File: src/rtl/exec_sequencer.sv
// Multi-cycle execute-stage sequencer for a sequential Y86-64 core: decodes
// icode/ifun into a shared-ALU request, waits ALU_LAT cycles, commits valE/CC/cnd.
module exec_sequencer #(
  parameter int WIDTH   = 64,
  parameter int ALU_LAT = 1
) (
  input  logic             clk,
  input  logic             rst,
  input  logic             start,
  input  logic [3:0]       icode,
  input  logic [3:0]       ifun,
  input  logic [WIDTH-1:0] valA,
  input  logic [WIDTH-1:0] valB,
  input  logic [WIDTH-1:0] valC,
  output logic             busy,
  output logic             done,
  output logic [WIDTH-1:0] valE,
  output logic             cnd,
  output logic             err,
  output logic             zf,
  output logic             sf,
  output logic             of,
  output logic [1:0]       alu_op,
  output logic [WIDTH-1:0] alu_a,
  output logic [WIDTH-1:0] alu_b,
  input  logic [WIDTH-1:0] alu_out,
  input  logic             alu_ovf
);

  typedef enum logic [1:0] {S_IDLE, S_SETUP, S_WAIT, S_COMMIT} state_t;

  localparam logic [2:0] LAT_M1 = 3'(ALU_LAT - 1);

  state_t           r_state, w_next;
  logic [2:0]       r_cnt;
  logic [3:0]       r_icode, r_ifun;
  logic [WIDTH-1:0] r_valA, r_valB, r_valC, r_valE, r_alu_a, r_alu_b;
  logic [1:0]       r_alu_op;
  logic             r_cnd, r_err, r_zf, r_sf, r_of;

  logic             w_valid, w_use_alu, w_cond;
  logic [1:0]       w_op;
  logic [WIDTH-1:0] w_a, w_b;

  always_ff @(posedge clk) begin
    if (rst) r_state <= S_IDLE;
    else     r_state <= w_next;
  end

  always_comb begin
    w_next = r_state;
    case (r_state)
      S_IDLE:   if (start) w_next = S_SETUP;
      S_SETUP:  w_next = S_WAIT;
      S_WAIT:   if (r_cnt == 3'd0) w_next = S_COMMIT;
      S_COMMIT: w_next = S_IDLE;
      default:  w_next = S_IDLE;
    endcase
  end

  // Instruction decode from the latched request: legality and ALU operand map.
  always_comb begin
    w_valid   = 1'b0;
    w_use_alu = 1'b0;
    w_op      = 2'b00;
    w_a       = '0;
    w_b       = '0;
    case (r_icode)
      4'h0, 4'h1: w_valid = (r_ifun == 4'd0);
      4'h2: begin
        w_valid = (r_ifun <= 4'd6); w_use_alu = 1'b1; w_a = r_valA;
      end
      4'h3: begin
        w_valid = (r_ifun == 4'd0); w_use_alu = 1'b1; w_a = r_valC;
      end
      4'h4, 4'h5: begin
        w_valid = (r_ifun == 4'd0); w_use_alu = 1'b1; w_a = r_valC; w_b = r_valB;
      end
      4'h6: begin
        w_valid = (r_ifun <= 4'd3); w_use_alu = 1'b1; w_op = r_ifun[1:0];
        w_a = r_valB; w_b = r_valA;
      end
      4'h7: w_valid = (r_ifun <= 4'd6);
      4'h8, 4'hA: begin
        w_valid = (r_ifun == 4'd0); w_use_alu = 1'b1; w_op = 2'b01;
        w_a = r_valB; w_b = WIDTH'(8);
      end
      4'h9, 4'hB: begin
        w_valid = (r_ifun == 4'd0); w_use_alu = 1'b1; w_a = r_valB; w_b = WIDTH'(8);
      end
      default: ;
    endcase
  end

  // Condition evaluated against the CC held before this instruction commits.
  always_comb begin
    w_cond = 1'b0;
    case (r_ifun)
      4'd0:    w_cond = 1'b1;
      4'd1:    w_cond = (r_sf ^ r_of) | r_zf;
      4'd2:    w_cond = r_sf ^ r_of;
      4'd3:    w_cond = r_zf;
      4'd4:    w_cond = ~r_zf;
      4'd5:    w_cond = ~(r_sf ^ r_of);
      4'd6:    w_cond = ~(r_sf ^ r_of) & ~r_zf;
      default: w_cond = 1'b0;
    endcase
  end

  always_ff @(posedge clk) begin
    if (rst) begin
      r_cnt    <= '0;
      r_icode  <= '0;
      r_ifun   <= '0;
      r_valA   <= '0;
      r_valB   <= '0;
      r_valC   <= '0;
      r_valE   <= '0;
      r_cnd    <= 1'b0;
      r_err    <= 1'b0;
      r_zf     <= 1'b1;
      r_sf     <= 1'b0;
      r_of     <= 1'b0;
      r_alu_op <= 2'b00;
      r_alu_a  <= '0;
      r_alu_b  <= '0;
    end else begin
      case (r_state)
        S_IDLE: if (start) begin
          r_icode <= icode;
          r_ifun  <= ifun;
          r_valA  <= valA;
          r_valB  <= valB;
          r_valC  <= valC;
        end
        S_SETUP: begin
          r_alu_op <= w_op;
          r_alu_a  <= w_a;
          r_alu_b  <= w_b;
          r_cnt    <= LAT_M1;
        end
        S_WAIT: begin
          if (r_cnt != 3'd0) r_cnt <= r_cnt - 3'd1;
          else begin
            // Results land on entry to COMMIT so they are valid alongside done.
            r_err  <= ~w_valid;
            r_valE <= (w_valid && w_use_alu) ? alu_out : '0;
            r_cnd  <= w_valid && (r_icode == 4'h2 || r_icode == 4'h7) && w_cond;
            if (w_valid && r_icode == 4'h6) begin
              r_zf <= (alu_out == '0);
              r_sf <= alu_out[WIDTH-1];
              r_of <= r_alu_op[1] ? 1'b0 : alu_ovf;
            end
          end
        end
        default: ;
      endcase
    end
  end

  assign busy   = (r_state != S_IDLE);
  assign done   = (r_state == S_COMMIT);
  assign valE   = r_valE;
  assign cnd    = r_cnd;
  assign err    = r_err;
  assign zf     = r_zf;
  assign sf     = r_sf;
  assign of     = r_of;
  assign alu_op = r_alu_op;
  assign alu_a  = r_alu_a;
  assign alu_b  = r_alu_b;

endmodule

File: config.mk
export PLATFORM = sky130hd
export DESIGN_NAME = exec_sequencer
export DESIGN_NICKNAME = d
export VERILOG_FILES = /design/src/rtl/exec_sequencer.sv
export SDC_FILE = /design/constraint.sdc
export NUM_CORES = 1
export LEC_CHECK = 0
export ABC_AREA = 1
export CORE_ASPECT_RATIO = 0.75
export CORE_MARGIN = 2
export CORE_UTILIZATION = 37
export CTS_CLUSTER_SIZE = 16
export DETAILED_ROUTE_END_ITERATION = 6
export SYNTH_ARGS = -nofsm -noshare
export SYNTH_HDL_FRONTEND = slang
export SYNTH_SLANG_ARGS = --single-unit
File: constraint.sdc
create_clock -name clk -period 3.2 [get_ports clk]
set_input_delay 0.64 -clock clk [delete_from_list [all_inputs] [get_ports clk]]
set_output_delay 0.64 -clock clk [all_outputs]
set_load 0.02 [all_outputs]
==> flow_summary_export.csv <==
group,metric,value,unit
cts,ctsHoldBuffers,0,
setup_path,crit_path_top_delay_cell,"dfxtp_1",
setup_path,critPathKind,"reg -> reg",
cts,cts_tree,"done",
synth,async_reset_ff_frac,0,
synth,postSynthCellCount,2435,
die,die-area,0.0476,sq mm
setup_path,cp_cell_sequence,"nor2_4 > nand2_2 > nand2_4 > nor2_2 > nand2_4 > nand3_1 > a21oi_1",
die,num_rows,67,
synth,syn-num-nets,2710,
cts,cts_buffers,44,
finish,fin_area,0.0234,sq mm
pwr,pwr-share-comb,0.324,
pwr,powerDensity,741,mW/mm^2
setup_path,cp_max_fo,64,
grt,grt_max_degree,133,
grt,grt_pass1_wl,91700,um
sta,fin_tns_setup,0,ns
synth,ys_ff_latch,404,
run_status,outcome,"finished, final reports clean",
hold_path,hold_class,"reg -> reg",
sta,slew_violations,0,
drt,first_iter_violations,1222,
drt,avgViaCountPerCell,5.02,
drt,ant_nets,0,
placed_design,place_congestion,0.829,
sta,rsz0062_at_grt,"no",
grt,overflow,0,
synth,yosys.area.top_type,"dfxtp_1",
synth,syn_area,0.0170,sq mm
setup_path,crit_buf_inv,0,
synth,yosysWarnings,0,
finish,fin_nets,3072,
setup_path,crit_family,"simple AND/OR/NAND/NOR gates",
synth,netlist-cell-type-count,30,
placed_design,dp_hpwl,39000,um
die,num_io_pins,469,
cts,clk_latency,0.54,ns
setup_path,cpMostUsedCell,"nand2_4",
synth,synth_top_family_by_area,"simple AND/OR/NAND/NOR gates",
setup_path,critical_path_required,3.57,ns
sta,post-route-period-util,0.877,
placed_design,portBuffers,468,
synth,synth-edff-count,0,
sta,clock_skew,0.0110,ns
synth,ys.flop_type,"dfxtp_1",
setup_path,start_kind,"register",
grt,grt.total_usage,0.240,
pwr,p_int,10.8,mW
drt,wirelength,59300,um
cts,cts_sinks,404,
pwr,p_leak,8.81,nW
die,core,0.0449,sq mm
synth,synthXorXnorAreaFrac,0.000516,
grt,first_global_vias,16600,
sta,fmax,356,MHz
die,die_height,189,um
die,die_w,251,um
synth,syn_area_per_cell,6.96,sq um
pwr,max-vdd-ir-drop,0.665,mV
drt,routedWlPerCell,17.3,um
finish,drive_gt1_frac,0.0488,
placed_design,placed_area,0.0219,sq mm
pwr,sw_frac_of_total,0.375,
cts,cts_resized,0,
sta,period_needed,2.81,ns
pwr,p_sw,6.51,mW
setup_path,cp-end-kind,"register",
synth,synth_top_area_frac,0.477,
sta,hold_violations,0,
synth,synth_seq_area_share,0.477,
cts,clock_path_buffers,3,
synth,synth_mux_area_frac,0,
sta,worst_pin_slew,0.982,ns
die,start_util,0.377,
synth,synthSimpleGateAreaFrac,0.290,
pwr,total_power,17.3,mW
synth,synthTopCellsByCount,"nand2_1, dfxtp_1, nor2_1",
cts,post_cts_buffers,0,
pwr,clock_power_share,0.301,
synth,netlist_top_cells_area,"dfxtp_1, nand2_1, nor2_1",
finish,area_growth,38.0,%
grt,antenna_found_initial,7,
run,cap_violations,0,
synth,yosysMostFrequentCell,"nand2_1",
sta,whs,0.432,ns
cts,cts.clk_slew.worst_paths,0.06,ns
sta,setup_viol,0,
cts,cts_root_buffer,"clkbuf_16",
finish,fillCellCount,4363,
synth,synth-compound-area-share,0.149,
drt,vias,17200,
synth,synth_fa_ha_area_frac,0.00516,
cts,cts_max_level,2,
drt,drcViolationCount,0,
setup_path,slowest_delay,0.50,ns
pwr,p_seq_frac,0.376,
sta,slew_headroom,0.346,
setup_path,critPathArrivalTime,3.18,ns
drt,dr.pass1.iters,5,
## cell type report
cell class	count	area (sq um)	area share
tap	586	733	0.0313
clock buffer	65	1300	0.0556
multi-input combinational	1722	7570	0.324
antenna	4	10.0	0.000428
inverter	133	512	0.0219
timing repair buffer	492	5000	0.214
sequential	404	8090	0.346
clock inverter	14	179	0.00765
## per-stage QoR
stage | util | cells | setup slack (ns)
after floorplan | - | 2435 | 1.61
after global placement | 0.488 | 3337 | 0.539
after detailed placement | 0.488 | 3337 | 0.453
after CTS | 0.521 | 3416 | 0.450
after global routing | 0.521 | 3418 | 0.201
final | 0.521 | 3420 | 0.393
## sequential cells by signal (all words and copies together), names as in the netlist, 2 cells and up
register and flops:
r_icode 4, r_cnt 3, r_valA 64, r_valC 64, valE 64, alu_a 64, r_state 2, alu_b 64
r_valB 64, r_ifun 4, alu_op 2
## worst paths after layout
path,start,depth (start not counted),slack [ns],end
min,r_cnt[0]$_SDFFE_PP0P_,1,0.43,r_cnt[0]$_SDFFE_PP0P_
min reg2reg,r_cnt[0]$_SDFFE_PP0P_,1,0.43,r_cnt[0]$_SDFFE_PP0P_
max,r_icode[3]$_SDFFE_PP0P_,7,0.39,valE[45]$_SDFFE_PP0P_
max reg2reg,r_icode[3]$_SDFFE_PP0P_,7,0.39,valE[45]$_SDFFE_PP0P_
## power by group through the flow
stage          Combinational [mW]  Sequential, mW  Clock [mW]
2_1_floorplan                3.63            6.69           0
3_3_place_gp                 5.56            6.58           0
3_5_place_dp                 5.62            6.61           0
4_1_cts                      5.64            6.51        5.32
5_1_grt                      6.23            6.62        5.52
6_report                     5.62            6.51        5.21
## logic make-up after synthesis
family	count (synthesis)
simple gates	1212
buf+inv	309
compound gates	502
xor+xnor	1
flops	404
fa+ha+maj	7
## worst reg2reg max path: stages (launching register included)
cell	delay (ns)
dfxtp_1	0.50
nor2_4	0.09
nand2_2	0.47
nand2_4	0.43
nor2_2	0.27
nand2_4	0.47
nand3_1	0.32
a21oi_1	0.09
## routing by layer
metal  vias up  GRT usage  wire length (um)
met5         -          0                55
met4         8     0.0547               895
met3        68     0.0583              4720
met2       555      0.402             27700
met1      8048      0.313             26000
li1       8495          -                 -
## layout by cell type, fill, tap and decap left out, types with 10 or more instances in the layout
cell               n
nand2_1          660
dfxtp_1          404
buf_4             13
clkdlybuf4s50_1  467
o21ai_0          243
nand4_1           16
clkbuf_16         45
nand3_1          113
buf_12            11
inv_1            125
nand3_2           21
nor2_1           386
clkbuf_8          10
a21oi_1          247
clkbuf_1          10
(Power assumes the default switching activity.)
